## config.mk

```make
export PLATFORM = sky130hd
export DESIGN_NAME = ctrl_pipe_hazard
export DESIGN_NICKNAME = d
export VERILOG_FILES = /design/src/rtl/ctrl_pipe_hazard.sv
export SDC_FILE = /design/constraint.sdc
export NUM_CORES = 1
export LEC_CHECK = 0
export BUFFER_PORTS_ARGS = -buffer_cell sky130_fd_sc_hd__clkbuf_2
export CORE_UTILIZATION = 41
export DETAILED_ROUTE_END_ITERATION = 10
export PLACE_DENSITY_LB_ADDON = 0.08
export SYNTH_ARGS = -nofsm -noshare
export SYNTH_HDL_FRONTEND = slang
export SYNTH_SLANG_ARGS = --single-unit
```

## constraint.sdc

```tcl
create_clock -name clk -period 1.75 [get_ports clk]
set_input_delay 0.175 -clock clk [delete_from_list [all_inputs] [get_ports clk]]
set_output_delay 0.175 -clock clk [all_outputs]
set_load 0.05 [all_outputs]
```

## src/rtl/ctrl_pipe_hazard.sv

```systemverilog
// ctrl_pipe_hazard: carries the decoded controls and register indices through
// the ID/EX, EX/MEM and MEM/WB control registers. It also detects load-use and
// ID-stage branch hazards, produces the EX and ID forwarding selects, and
// resolves beq/bne/j in ID, which generates the IF/ID flush.
//
// Ports:
//   clk, reset         rising-edge clock; asynchronous, active-high reset
//   id_*               decoder controls, register fields and comparator result in ID
//   pc_write, ifid_write  0 = hold PC / IF/ID (stall)
//   ifid_flush         1 = IF/ID loads a nop (taken branch or jump)
//   branch_taken       beq/bne resolved taken in ID
//   ex_*               ID/EX control and indices; ex_dest is combinational
//   mem_*              EX/MEM control and destination
//   wb_*               MEM/WB control and destination (memtoreg 1 = ALU result)
//   fwd_a, fwd_b       EX operand select: 00 regfile, 10 EX/MEM, 01 MEM/WB
//   fwd_id_a, fwd_id_b ID comparator operand taken from the EX/MEM result
module ctrl_pipe_hazard #(
  parameter int unsigned RA_W = 5
) (
  input  logic            clk,
  input  logic            reset,
  input  logic            id_regdst,
  input  logic            id_brancheq,
  input  logic            id_branchne,
  input  logic            id_memread,
  input  logic            id_memwrite,
  input  logic            id_memtoreg,
  input  logic            id_alusrc,
  input  logic            id_regwrite,
  input  logic            id_jump,
  input  logic [1:0]      id_aluop,
  input  logic [RA_W-1:0] id_rs,
  input  logic [RA_W-1:0] id_rt,
  input  logic [RA_W-1:0] id_rd,
  input  logic            id_equal,
  output logic            pc_write,
  output logic            ifid_write,
  output logic            ifid_flush,
  output logic            branch_taken,
  output logic            ex_regdst,
  output logic            ex_alusrc,
  output logic            ex_memread,
  output logic            ex_memwrite,
  output logic            ex_memtoreg,
  output logic            ex_regwrite,
  output logic [1:0]      ex_aluop,
  output logic [RA_W-1:0] ex_rs,
  output logic [RA_W-1:0] ex_rt,
  output logic [RA_W-1:0] ex_rd,
  output logic [RA_W-1:0] ex_dest,
  output logic            mem_memread,
  output logic            mem_memwrite,
  output logic            mem_memtoreg,
  output logic            mem_regwrite,
  output logic [RA_W-1:0] mem_dest,
  output logic            wb_memtoreg,
  output logic            wb_regwrite,
  output logic [RA_W-1:0] wb_dest,
  output logic [1:0]      fwd_a,
  output logic [1:0]      fwd_b,
  output logic            fwd_id_a,
  output logic            fwd_id_b
);

  typedef struct packed {
    logic       regdst;
    logic       alusrc;
    logic       memread;
    logic       memwrite;
    logic       memtoreg;
    logic       regwrite;
    logic [1:0] aluop;
  } ex_ctl_t;

  ex_ctl_t         id_ctl;
  ex_ctl_t         idex_ctl_d, idex_ctl_q;
  logic [RA_W-1:0] idex_rs_q, idex_rt_q, idex_rd_q;
  logic            exmem_memread_q, exmem_memwrite_q, exmem_memtoreg_q, exmem_regwrite_q;
  logic [RA_W-1:0] exmem_dest_q;
  logic            memwb_memtoreg_q, memwb_regwrite_q;
  logic [RA_W-1:0] memwb_dest_q;

  logic id_branch, ex_hit, mem_hit, stall, taken;

  assign id_ctl = '{regdst:   id_regdst,   alusrc:   id_alusrc,
                    memread:  id_memread,  memwrite: id_memwrite,
                    memtoreg: id_memtoreg, regwrite: id_regwrite,
                    aluop:    id_aluop};

  // Stage register outputs
  assign ex_regdst    = idex_ctl_q.regdst;
  assign ex_alusrc    = idex_ctl_q.alusrc;
  assign ex_memread   = idex_ctl_q.memread;
  assign ex_memwrite  = idex_ctl_q.memwrite;
  assign ex_memtoreg  = idex_ctl_q.memtoreg;
  assign ex_regwrite  = idex_ctl_q.regwrite;
  assign ex_aluop     = idex_ctl_q.aluop;
  assign ex_rs        = idex_rs_q;
  assign ex_rt        = idex_rt_q;
  assign ex_rd        = idex_rd_q;
  assign ex_dest      = idex_ctl_q.regdst ? idex_rd_q : idex_rt_q;
  assign mem_memread  = exmem_memread_q;
  assign mem_memwrite = exmem_memwrite_q;
  assign mem_memtoreg = exmem_memtoreg_q;
  assign mem_regwrite = exmem_regwrite_q;
  assign mem_dest     = exmem_dest_q;
  assign wb_memtoreg  = memwb_memtoreg_q;
  assign wb_regwrite  = memwb_regwrite_q;
  assign wb_dest      = memwb_dest_q;

  // Hazard detection: index 0 is never a real dependency
  always_comb begin
    id_branch = id_brancheq | id_branchne;
    ex_hit    = (ex_dest != '0) && ((ex_dest == id_rs) || (ex_dest == id_rt));
    mem_hit   = (exmem_dest_q != '0) &&
                ((exmem_dest_q == id_rs) || (exmem_dest_q == id_rt));
    stall     = (idex_ctl_q.memread & ex_hit) |
                (id_branch & idex_ctl_q.regwrite & ex_hit) |
                (id_branch & exmem_memread_q & mem_hit);
    // A stalled branch must not redirect fetch; it re-resolves once operands are ready
    taken        = ~stall & ((id_brancheq & id_equal) | (id_branchne & ~id_equal));
    branch_taken = taken;
    ifid_flush   = ~stall & (taken | id_jump);
    pc_write     = ~stall;
    ifid_write   = ~stall;
  end

  // Bubble insertion: controls zeroed while stalled, indices still copied
  always_comb begin
    idex_ctl_d = id_ctl;
    if (stall) idex_ctl_d = '0;
  end

  // EX forwarding: the younger EX/MEM result has priority over MEM/WB
  always_comb begin
    fwd_a = 2'b00;
    fwd_b = 2'b00;
    if (exmem_regwrite_q && (exmem_dest_q != '0) && (exmem_dest_q == idex_rs_q))
      fwd_a = 2'b10;
    else if (memwb_regwrite_q && (memwb_dest_q != '0) && (memwb_dest_q == idex_rs_q))
      fwd_a = 2'b01;
    if (exmem_regwrite_q && (exmem_dest_q != '0) && (exmem_dest_q == idex_rt_q))
      fwd_b = 2'b10;
    else if (memwb_regwrite_q && (memwb_dest_q != '0) && (memwb_dest_q == idex_rt_q))
      fwd_b = 2'b01;
  end

  // ID forwarding: only an ALU result in EX/MEM is available to the comparator
  always_comb begin
    fwd_id_a = exmem_regwrite_q & ~exmem_memread_q & (exmem_dest_q != '0) &
               (exmem_dest_q == id_rs);
    fwd_id_b = exmem_regwrite_q & ~exmem_memread_q & (exmem_dest_q != '0) &
               (exmem_dest_q == id_rt);
  end

  // Pipeline control registers; reset leaves a bubble in every stage
  always_ff @(posedge clk or posedge reset) begin
    if (reset) begin
      idex_ctl_q       <= '0;
      idex_rs_q        <= '0;
      idex_rt_q        <= '0;
      idex_rd_q        <= '0;
      exmem_memread_q  <= 1'b0;
      exmem_memwrite_q <= 1'b0;
      exmem_memtoreg_q <= 1'b0;
      exmem_regwrite_q <= 1'b0;
      exmem_dest_q     <= '0;
      memwb_memtoreg_q <= 1'b0;
      memwb_regwrite_q <= 1'b0;
      memwb_dest_q     <= '0;
    end else begin
      idex_ctl_q       <= idex_ctl_d;
      idex_rs_q        <= id_rs;
      idex_rt_q        <= id_rt;
      idex_rd_q        <= id_rd;
      exmem_memread_q  <= idex_ctl_q.memread;
      exmem_memwrite_q <= idex_ctl_q.memwrite;
      exmem_memtoreg_q <= idex_ctl_q.memtoreg;
      exmem_regwrite_q <= idex_ctl_q.regwrite;
      exmem_dest_q     <= ex_dest;
      memwb_memtoreg_q <= exmem_memtoreg_q;
      memwb_regwrite_q <= exmem_regwrite_q;
      memwb_dest_q     <= exmem_dest_q;
    end
  end

endmodule

```

Word level (Yosys, flattened, before mapping)
Cells that the tools add are included.
{"block": "op_classes", "n_eq_ne": 8, "mux": 6, "bitwise": 21, "n_reduce_logical": 13}
{"cell": "$eq 5x5->1", "n": 8}
{"cell": "$reduce_bool 5->1", "n": 3}
{"cell": "$and 1x1->1", "n": 13}
{"cell": "$logic_and 1x1->1", "n": 8}
{"cell": "$mux 8", "n": 1}
{"cell": "$mux 5", "n": 1}
{"cell": "$or 1x1->1", "n": 5}
{"cell": "$mux 2", "n": 2}
{"cell": "$not 1->1", "n": 3}
{"cell": "$logic_or 1x1->1", "n": 2}
{"cell": "$mux 1", "n": 2}
{"block": "word_totals", "register_bits": 39, "wordCells": 66}

Longest topological paths before layout
Gate-level depths: netlist of the first run.
{"block": "logic_depth", "depth_word": 11, "ltp_mapped": 8, "mapped_depth_nobuf": 6}

Least setup slack after synthesis of the first run
Ideal clock, no wire load.
{"block": "synth_timing", "path_kind": "reg2out", "start": "register exmem_dest_q[0] (netlist: mem_dest[0])", "end": "output fwd_b[0]", "t_arrival_ps": 3566, "required_ps": 1575, "setup_slack_ps": -1991, "stages_incl_launch_ff": 7, "path_buffers": 1, "path_cell_list": "dfrtp_1 -> clkbuf_1 -> nor3_1 -> nand2_1 -> nand2_1 -> nor4_1 -> nor4_1"}
{"block": "synth_between", "elab_chain_cells": 4}
{"item": "from (decl)", "line_no": "79", "source": "logic [RA_W-1:0] exmem_dest_q;"}
{"item": "from (signal assigned)", "line_no": "180", "source": "exmem_dest_q <= ex_dest;"}
{"item": "$reduce_bool 5->1", "line_no": "142", "source": "if (exmem_regwrite_q && (exmem_dest_q != '0) && (exmem_dest_q == idex_rt_q))"}
{"item": "$logic_and 1x1->1", "line_no": "142"}
{"item": "$logic_and 1x1->1 *", "line_no": "142"}
{"item": "$mux 2 *", "line_no": "142"}
{"item": "to (decl)", "line_no": "60", "source": "output logic [1:0] fwd_b,"}
Mark *: on every way between the ends. The rest lies on a longest branch, timed or not.

Worst setup path after layout of the first run
{"block": "layout_timing", "start": "register idex_ctl_q, in the netlist ex_regdst", "end": "output ifid_flush"}
{"block": "layout_between", "elab_chain_cells": 11}
{"item": "from (decl)", "line_no": "76", "source": "ex_ctl_t idex_ctl_d, idex_ctl_q;"}
{"item": "from (signal assigned)", "line_no": "172", "source": "idex_ctl_q <= idex_ctl_d;"}
{"item": "$mux 5 *", "line_no": "101", "source": "assign ex_dest = idex_ctl_q.regdst ? idex_rd_q : idex_rt_q;"}
{"item": "$eq 5x5->1", "line_no": "114", "source": "ex_hit = (ex_dest != '0) && ((ex_dest == id_rs) || (ex_dest == id_rt));"}
{"item": "$logic_or 1x1->1", "line_no": "114"}
{"item": "$logic_and 1x1->1 *", "line_no": "114"}
{"item": "$and 1x1->1 (on tied branches)", "line_no": "117, 118"}
{"item": "$or 1x1->1 *", "line_no": "117", "source": "stall = (idex_ctl_q.memread & ex_hit) |"}
{"item": "$or 1x1->1 *", "line_no": "118", "source": "(id_branch & idex_ctl_q.regwrite & ex_hit) |"}
{"item": "$not 1->1 *", "line_no": "121, 123"}
{"item": "$and 1x1->1", "line_no": "121", "source": "taken = ~stall & ((id_brancheq & id_equal) | (id_branchne & ~id_equal));"}
{"item": "$or 1x1->1", "line_no": "123", "source": "ifid_flush = ~stall & (taken | id_jump);"}
{"item": "$and 1x1->1 *", "line_no": "123"}
{"item": "to (decl)", "line_no": "38", "source": "output logic ifid_flush,"}
Marks and branches as above.

==> results.ini, run 1 <==
[placed_design]
post_dp_cell_area_sq_um = 2540
hpwl_mm = 3.79
port_buffers = 82
preCtsSetupSlack_ps = -285
globalplace.congestion = 0.861

[clock_network]
clock-sinks = 39
clock_path_buffers = 2
clkLatencyLatePin_ps = 290
clk_pin_slew_worst_paths_ps = 80
cts_tree = yes
htree_levels = 2
cts-buffers-inserted = 5
root_buffer = clkbuf_8

[worst_setup_path]
startpoint_type = register
cp.required_ps = 1570
worstSetupEndpointType = primary output
cp_max_fo = 5
critPathArrivalTime_ps = 2110
rrSetupSlack_ps = -250
cp-startpoint = ex_regdst
r2r_start = ex_regdst
reg2reg_depth = 10
worstSetupEndpoint = ifid_flush
path_class = register to primary output
r2r-end = ex_alusrc

[synthesis]
yosysWarningCount = 0
syn-num-nets = 181
yosys.area.top_type = dfrtp_1
syn_area_per_cell_sq_um = 11.4
syn_inst = 152
synthTopCellsByArea = dfrtp_1 (56%), xor2_1 (11%), xnor2_1 (8.6%), nand2_1 (2.6%), nor2_1 (2.6%)
synthesis.area_sq_um = 1740
yosysTopAreaCellShare_pct = 56.1
yosysSeqAreaShare_pct = 56.1
ys_seq_elements = 39
synth_cell_types = 27

[run_status]
violations = setup timing
status = complete, but fails checks

[floorplanning]
io_pins = 83
row_count = 23
initial_utilization_pct = 43.2
placeableCoreArea_sq_um = 4030
die_w_microns = 67.1
dieArea_sq_um = 4510
fp.dieH_microns = 67.1

[sta]
worstMarginPinSlew_ps = 328
setup_ws_ps = -531
slew_headroom_pct = 77.9
slew_viol_final = 0
min_period_ps = 2280
rsz0062_at_grt = true
fmax_mhz = 438
tns_ps = -5560
skew_ps = 6.83
final-setup-viol-count = 19
hold_violations = 0
period_share_pct = 130

[final_layout]
antenna_cells = 0
syn2layout_area_growth_pct = 83.8
final_cell_mix = clkbuf_2 (69), buf_4 (34), xor2_1 (22), dfrtp_1 (20), dfrtp_2 (19)
drive_above_1_share_pct = 67.7
postLayoutCellArea_sq_um = 3200
final_common_cell = clkbuf_2
fin_nets = 313

[route]
drc_errors = 0
drtAntennaViolNets = 0
vias_per_cell = 4.87
drt_iter0_markers = 48
vias = 1631
wire_per_inst_microns = 15.8
first_pass_iters = 4
drt_wl_total_mm = 5.29

[worst_hold_path]
hold_path_class = primary input to register

[power]
p_leak_nw = 1.54
p_per_area_nw_per_um2 = 889
power_mw = 2.84
vdd_drop_max_uv = 758

[global_route]
grt-ovfl-total = 0
grt_max_degree = 21
track_usage_pct = 25.4
grt_pass1_vias = 1648
grt_pass1_wl_mm = 8.15
antenna_found_initial = 0

[run]
drv_cap = 0

==> stage by stage <==
stage / std cells / util [%] / hold WS [ps]
2_1_floorplan: 152 / - / 206
3_3_place_gp: 305 / 63.1 / 206
3_5_place_dp: 305 / 63.1 / 229
4_1_cts: 328 / 75.7 / 34.6
5_1_grt: 335 / 79.3 / 30.2
6_report: 335 / 79.3 / 43.3
==> routing by layer <==
metal,GRT usage (%),wire length (microns),part of all wire (%),up-vias
met5,0,0,0,-
met4,12.0,138,2.6,0
met3,5.74,293,5.5,10
met2,46.8,2900,55,65
met1,27.3,1960,37,799
li1,-,-,-,757
==> critical path, stage by stage, from the launching register on <==
cell and delay [ps]:
dfrtp_2 460, buf_6 140, buf_4 120, mux2_4 330, xnor2_2 130, nand3_1 100, a21oi_2 180, buf_6 150
nor2_4 50, buf_8 150
==> flip-flops by register name, indices dropped and copies added, names as in the netlist, 2 cells and up <==
signal and flops:
ex_rd 5, wb_dest 5, ex_rs 5, ex_aluop 2, mem_dest 5, ex_rt 5
==> final cells by class <==
class	count	area [sq um]
Tap cell	50	62.6
Inverter	6	22.5
Fill cell	250	832
Clock inverter	1	7.51
Multi-Input combinational cell	98	985
Sequential cell	39	1000
Timing Repair Buffer	134	1020
Clock buffer	7	96.3
==> how the worst min path moves through the flow <==
stage,from,endpoint,depth (start not counted)
finish,id_rt[2],ex_rt[2],1
global route,id_rt[4],ex_rt[4],1
CTS,id_rt[1],ex_rt[1],1
detailed placement,reset,mem_memtoreg,3
global placement,reset,mem_memtoreg,3
floorplan,id_rd[0],ex_rd[0],0
==> cell families (layout without fill, tap and decap cells) <==
kind of cell	after synthesis	count (layout)	synth area share (%)
muxes	6	6	4.24
DFF	39	39	56.1
buffers and inverters	15	148	4.39
and+or+nand+nor	46	46	12.9
AOI/OAI and AO/OA	7	7	2.73
xor gates and xnor gates	39	39	19.6
==> Yosys cell counts (all sizes together) <==
cell,n
o22ai,1
clkbuf,5
buf,4
nand2,12
nor2b,1
dfrtp,39
inv,6
xor2,22
a21oi,1
o21a,1
mux2,2
nand4b,1
nor2,12
xnor2,17
nand3,5
a21o,1
nand4,1
mux2i,4
or4,3
o21ai,2
nor4,4
nor3,7
o211ai,1
==> report_power, final <==
| group | internal (mW) | switching (mW) |
|---|---|---|
| Combinational | 0.430 | 0.674 |
| Sequential | 0.980 | 0.0887 |
| Clock | 0.358 | 0.312 |
==> timing repair <==
action	CTS	global route
pin swaps	19	14
hold endpoints to repair	44	0
hold buffers	6	0
resized for setup	48	27
setup buffers	9	8
endpoints found under the setup margin	20	22
Power figures use the tool's default switching activity.
==> run 2: changes to the inputs <==
--- a/config.mk
+++ b/config.mk
@@ -6,8 +6,9 @@
 export NUM_CORES = 1
 export LEC_CHECK = 0
 export BUFFER_PORTS_ARGS = -buffer_cell sky130_fd_sc_hd__clkbuf_2
-export CORE_UTILIZATION = 41
+export CORE_UTILIZATION = 46
 export DETAILED_ROUTE_END_ITERATION = 10
+export MAX_ROUTING_LAYER = met4
 export PLACE_DENSITY_LB_ADDON = 0.08
 export SYNTH_ARGS = -nofsm -noshare
 export SYNTH_HDL_FRONTEND = slang
==> constraint.sdc (replaced) <==
create_clock -name clk -period 2.7 [get_ports clk]
set_input_delay 0.27 -clock clk [delete_from_list [all_inputs] [get_ports clk]]
set_output_delay 0.27 -clock clk [all_outputs]
set_load 0.05 [all_outputs]
==> results.ini, run 2 (synthesized netlist as in run 1, its figures left out) <==
[run_status]
status = finished, final reports clean

[sta]
worstMarginPinSlew_ps = 443  ; +115 ps
hold_slack_ps = 51.9  ; +8.60 ps
setup_ws_ps = 137  ; +668 ps
rsz0062_at_grt = false
fmax_mhz = 390
tns_ps = 0  ; +5560 ps
min_period_ps = 2560
slew_headroom_pct = 69.6  ; -8.3 points
slew_viol_final = 0  ; unchanged
hold_violations = 0  ; unchanged
period_share_pct = 94.9
final-setup-viol-count = 0  ; -19
skew_ps = 2.47  ; -4.36 ps

[final_layout]
final_cell_mix = clkbuf_2 (82), dfrtp_1 (39), xor2_1 (22), xnor2_1 (17), nand2_1 (12)
antenna_cells = 0  ; unchanged
multi_input_area_sq_um = 727  ; -26%
fillers = 308  ; +23%
fin_nets = 263  ; -16%
syn2layout_area_growth_pct = 33.7
final_common_cell = clkbuf_2
drive_above_1_share_pct = 45.1  ; -23 points
stdcell_count = 281  ; -16%
seqCellArea_sq_um = 976  ; -2.4%

[power]
p_per_area_nw_per_um2 = 713  ; -20%
vdd_drop_max_uv = 492  ; -35%
p_leak_nw = 1.16  ; -25%

[worst_hold_path]
hold_path_class = primary input to asynchronous set/reset pin

[floorplanning]
initial_utilization_pct = 50.1  ; +7.0 points
row_count = 21  ; -8.7%
fp.dieH_microns = 63.5  ; -5.4%
io_pins = 83  ; unchanged
placeableCoreArea_sq_um = 3470  ; -14%
dieArea_sq_um = 4030  ; -11%
die_w_microns = 63.5  ; -5.4%

[placed_design]
globalplace.congestion = 0.885  ; +2.8%
dp.cells = 273  ; -10%
hpwl_mm = 3.12  ; -18%
port_buffers = 82  ; unchanged
preCtsSetupSlack_ps = 438  ; +723 ps

[clock_network]
cts-buffers-inserted = 5  ; unchanged
clkLatencyLatePin_ps = 290  ; about the same
clock_path_buffers = 2  ; unchanged
htree_levels = 2  ; unchanged
root_buffer = clkbuf_8
clock-sinks = 39  ; unchanged
clk_pin_slew_worst_paths_ps = 70  ; about the same
cts.hold.buffers_added = 0  ; -6
cts_tree = yes

[route]
vias_per_cell = 4.96  ; +1.9%
drt_wl_total_mm = 3.91  ; -26%
drt_iter0_markers = 40  ; -17%
wire_per_inst_microns = 13.9  ; -12%
drc_errors = 0  ; unchanged
first_pass_iters = 4  ; unchanged
drtAntennaViolNets = 0  ; unchanged
vias = 1394  ; -15%

[worst_setup_path]
cp_max_fo = 6  ; +1
cp.required_ps = 2430  ; +860 ps
path_class = register to primary output
rrSetupSlack_ps = 670  ; +920 ps
critPathArrivalTime_ps = 2290  ; +180 ps
worstSetupEndpointType = primary output
startpoint_type = register

[global_route]
grt_pass1_vias = 1313  ; -20%
grt_max_degree = 40  ; +90%
track_usage_pct = 21.6  ; -3.8 points
antenna_found_initial = 0  ; unchanged
grt-ovfl-total = 0  ; unchanged
grt_pass1_wl_mm = 6.27  ; -23%

[run]
drv_cap = 0  ; unchanged

## run 2: cell types whose count changed in the layout (fill, tap and decap cells not counted), sizes merged
cell	delta
clkbuf	+9
clkinvlp	-1
buf	-54
dlygate4sd3	-6
clkinv	+1
bufinv	+1
## run 2: cell type report
| type | instances | share of cell area [%] |
|---|---|---|
| Sequential cell | 39 | 42.0 |
| Multi-Input combinational cell | 98 | 31.3 |
| Timing Repair Buffer | 84 | 18.3 |
| Clock buffer | 6 | 3.55 |
| Tap cell | 46 | 2.47 |
| Clock inverter | 2 | 1.51 |
| Inverter | 6 | 0.968 |
## run 2: final timing paths
kind | end | cells after the start | from
max | pc_write | 6 | ex_regdst
min | ex_memtoreg | 3 | reset
max reg2reg | ex_regdst | 7 | ex_regdst
min reg2reg | mem_memtoreg | 0 | ex_memtoreg
max in group asynchronous | ex_regwrite | 3 | reset
min in group clk | ex_rd[0] | 1 | id_rd[0]
## run 2: critical path, cell delays in order (launching register included)
cell,delay [ps]
dfrtp_1,540
mux2i_1,470
nand4_1,170
o22ai_1,310
a21oi_4,100
nor2b_2,140
clkbuf_2,280
## run 2: what timing repair did
| action | in CTS | in global routing |
|---|---|---|
| resized for setup | 0 | 1 |
| endpoints found under the hold margin | 0 | 0 |
| setup endpoints to repair | 0 | 2 |
| setup buffers | 0 | 0 |
## run 2: stage by stage
step | utilization, % | total power [mW] | cell area [sq um]
after global routing | 67.1 | 1.74 | 2330
after global placement | 63.5 | 1.17 | 2200
after CTS | 66.8 | 1.68 | 2320
after detailed placement | 63.5 | 1.18 | 2200
after floorplan | - | 1.07 | 1770
final | 67.1 | 1.66 | 2330
## run 2: where the power goes
part	switching (mW)	total [mW]	internal (mW)
Combinational	0.351	0.481	0.130
Sequential	0.0584	0.689	0.631
Clock	0.190	0.489	0.299
Total	0.599	1.66	1.06
## run 2: layer usage
layer  share of wire (%)  track usage (%)  vias up
li1                    -                -      657
met1                  40             24.4      671
met2                  52             36.4       60
met3                 6.5             5.43        6
met4                 1.4             8.52        0
met5                   0                -        -
==> run 3: changes to the inputs <==
--- a/config.mk
+++ b/config.mk
@@ -6,10 +6,13 @@
 export NUM_CORES = 1
 export LEC_CHECK = 0
 export BUFFER_PORTS_ARGS = -buffer_cell sky130_fd_sc_hd__clkbuf_2
-export CORE_UTILIZATION = 46
+export CELL_PAD_IN_SITES_DETAIL_PLACEMENT = 0
+export CELL_PAD_IN_SITES_GLOBAL_PLACEMENT = 2
+export CORE_UTILIZATION = 29
 export DETAILED_ROUTE_END_ITERATION = 10
 export MAX_ROUTING_LAYER = met4
 export PLACE_DENSITY_LB_ADDON = 0.08
+export SKIP_CTS_REPAIR_TIMING = 1
 export SYNTH_ARGS = -nofsm -noshare
 export SYNTH_HDL_FRONTEND = slang
 export SYNTH_SLANG_ARGS = --single-unit
==> constraint.sdc (replaced) <==
create_clock -name clk -period 2.7 [get_ports clk]
set_input_delay 0.135 -clock clk [delete_from_list [all_inputs] [get_ports clk]]
set_output_delay 0.135 -clock clk [all_outputs]
set_load 0.05 [all_outputs]
==> results.ini, run 3 (synthesized netlist as in run 1, its figures left out) <==
[route]
drt_iter0_markers = 42  ; +5.0%
wire_per_inst_microns = 14.3  ; +2.9%
drtAntennaViolNets = 0  ; unchanged
drc_errors = 0  ; unchanged
drt_wl_total_mm = 4.48  ; +15%
vias = 1382  ; -0.86%
vias_per_cell = 4.42  ; -11%
first_pass_iters = 4  ; unchanged

[worst_setup_path]
path_class = register to primary output
critPathArrivalTime_ps = 2270  ; -20 ps
startpoint_type = register
cp.required_ps = 2570  ; +140 ps
worstSetupEndpointType = primary output
cp_max_fo = 6  ; unchanged

[sta]
setup_ws_ps = 297  ; +160 ps
worstMarginPinSlew_ps = 799  ; +356 ps
hold_violations = 21  ; +21
hold_slack_ps = -28.4  ; -80.3 ps
slew_viol_final = 0  ; unchanged
min_period_ps = 2400  ; -160 ps
fmax_mhz = 416  ; +6.7%
rsz0062_at_grt = false
final-setup-viol-count = 0  ; unchanged
slew_headroom_pct = 46.7  ; -23 points
period_share_pct = 89.0  ; -5.9 points
skew_ps = 4.10  ; +1.63 ps

[power]
seq_power_share_pct = 44.4  ; +2.9 points
sw_frac_of_total_pct = 39.3  ; +3.2 points
comb_power_share_pct = 31.2  ; +2.2 points
clockPowerShare_pct = 24.4  ; -5.1 points
internal_power_uw = 946  ; -11%
p_per_area_nw_per_um2 = 657  ; -8.0%
p_leak_nw = 1.16  ; +0.32%
vdd_drop_max_uv = 300  ; -39%
power_switching_uw = 613  ; +2.2%

[final_layout]
final_common_cell = clkbuf_2
stdcell_count = 313  ; +11%
drive_above_1_share_pct = 42.7  ; -2.4 points
multi_input_area_sq_um = 714  ; -1.7%
fillers = 587  ; +91%
seqCellArea_sq_um = 976  ; unchanged
utilization_pct = 42.1  ; -25 points
fin_nets = 269  ; +2.3%
antenna_cells = 0  ; unchanged
syn2layout_area_growth_pct = 36.5
final_cell_mix = clkbuf_2 (82), dfrtp_1 (39), xor2_1 (22), xnor2_1 (17)

[floorplanning]
dieArea_sq_um = 6310  ; +57%
initial_utilization_pct = 30.8  ; -19 points
io_pins = 83  ; unchanged
die_w_microns = 79.4  ; +25%
fp.dieH_microns = 79.4  ; +25%
row_count = 27  ; +29%
placeableCoreArea_sq_um = 5640  ; +63%

[clock_network]
root_buffer = clkbuf_8
clock-sinks = 39  ; unchanged
clkLatencyLatePin_ps = 290  ; about the same
clk_pin_slew_worst_paths_ps = 70  ; about the same
cts-buffers-inserted = 5  ; unchanged
cts_tree = yes
clock_path_buffers = 2  ; unchanged
htree_levels = 2  ; unchanged

[global_route]
track_usage_pct = 16.2  ; -5.4 points
antenna_found_initial = 0  ; unchanged
grt_pass1_vias = 1447  ; +10%
grt_max_degree = 23  ; -43%
grt-ovfl-total = 0  ; unchanged
grt_pass1_wl_mm = 7.42  ; +18%

[placed_design]
globalplace.congestion = 0.768  ; -13%
preCtsSetupSlack_ps = 604  ; +167 ps
port_buffers = 82  ; unchanged
dp.cells = 299  ; +9.5%
hpwl_mm = 3.67  ; +18%

[run_status]
violations = hold timing
status = complete, but fails checks

[run]
drv_cap = 0  ; unchanged

[worst_hold_path]
hold_path_class = primary input to asynchronous set/reset pin

==> run 3: path summary, 6_finish.rpt <==
kind / start / to / slack [ps] / depth (start not counted)
max in group asynchronous: reset / ex_rs[3] / 1990 / 3
max: ex_regdst / branch_taken / 300 / 6
min in group clk: id_rt[0] / ex_rt[0] / 10 / 1
min: reset / mem_memtoreg / -30 / 2
max reg2reg: ex_regdst / ex_aluop[1] / 670 / 6
min reg2reg: mem_memtoreg / wb_memtoreg / 380 / 0
==> run 3: per-layer routing <==
layer / track usage (%) / part of all wire (%)
met1: 19.0 / 41
met2: 27.7 / 52
met3: 3.66 / 5.6
met4: 4.91 / 1.3
met5: - / 0
==> run 3: power by group through the flow <==
| stage | sequential (mW) | clock, mW | combinational [mW] |
|---|---|---|---|
| 6_report | 0.692 | 0.381 | 0.486 |
| 3_3_place_gp | 0.704 | 0 | 0.482 |
| 3_5_place_dp | 0.706 | 0 | 0.484 |
| 2_1_floorplan | 0.846 | 0 | 0.218 |
| 4_1_cts | 0.694 | 0.397 | 0.485 |
| 5_1_grt | 0.701 | 0.420 | 0.519 |
==> run 3: final cells by class <==
type / count / share of cell area [%]
Clock buffer: 6 / 3.06
Clock inverter: 2 / 0.527
Inverter: 6 / 0.949
Multi-Input combinational cell: 98 / 30.1
Sequential cell: 39 / 41.1
Tap cell: 72 / 3.80
Timing Repair Buffer: 90 / 20.5
==> run 3: through the flow <==
stage	hold slack [ps]	TNS [ps]	instance area [sq um]	total power, mW
6_report	-28.4	0	2370	1.56
3_5_place_dp	245	0	2230	1.19
2_1_floorplan	166	-173	1770	1.06
3_3_place_gp	245	0	2230	1.19
5_1_grt	3.27	0	2370	1.64
4_1_cts	-61.3	0	2310	1.58
==> run 3: worst max-delay path, cell delays in order (launching register included) <==
cell	delay (ps)
dfrtp_1	510
mux2i_1	500
xor2_1	190
nand4b_1	130
a21oi_2	320
nor2_1	90
clkbuf_2	240
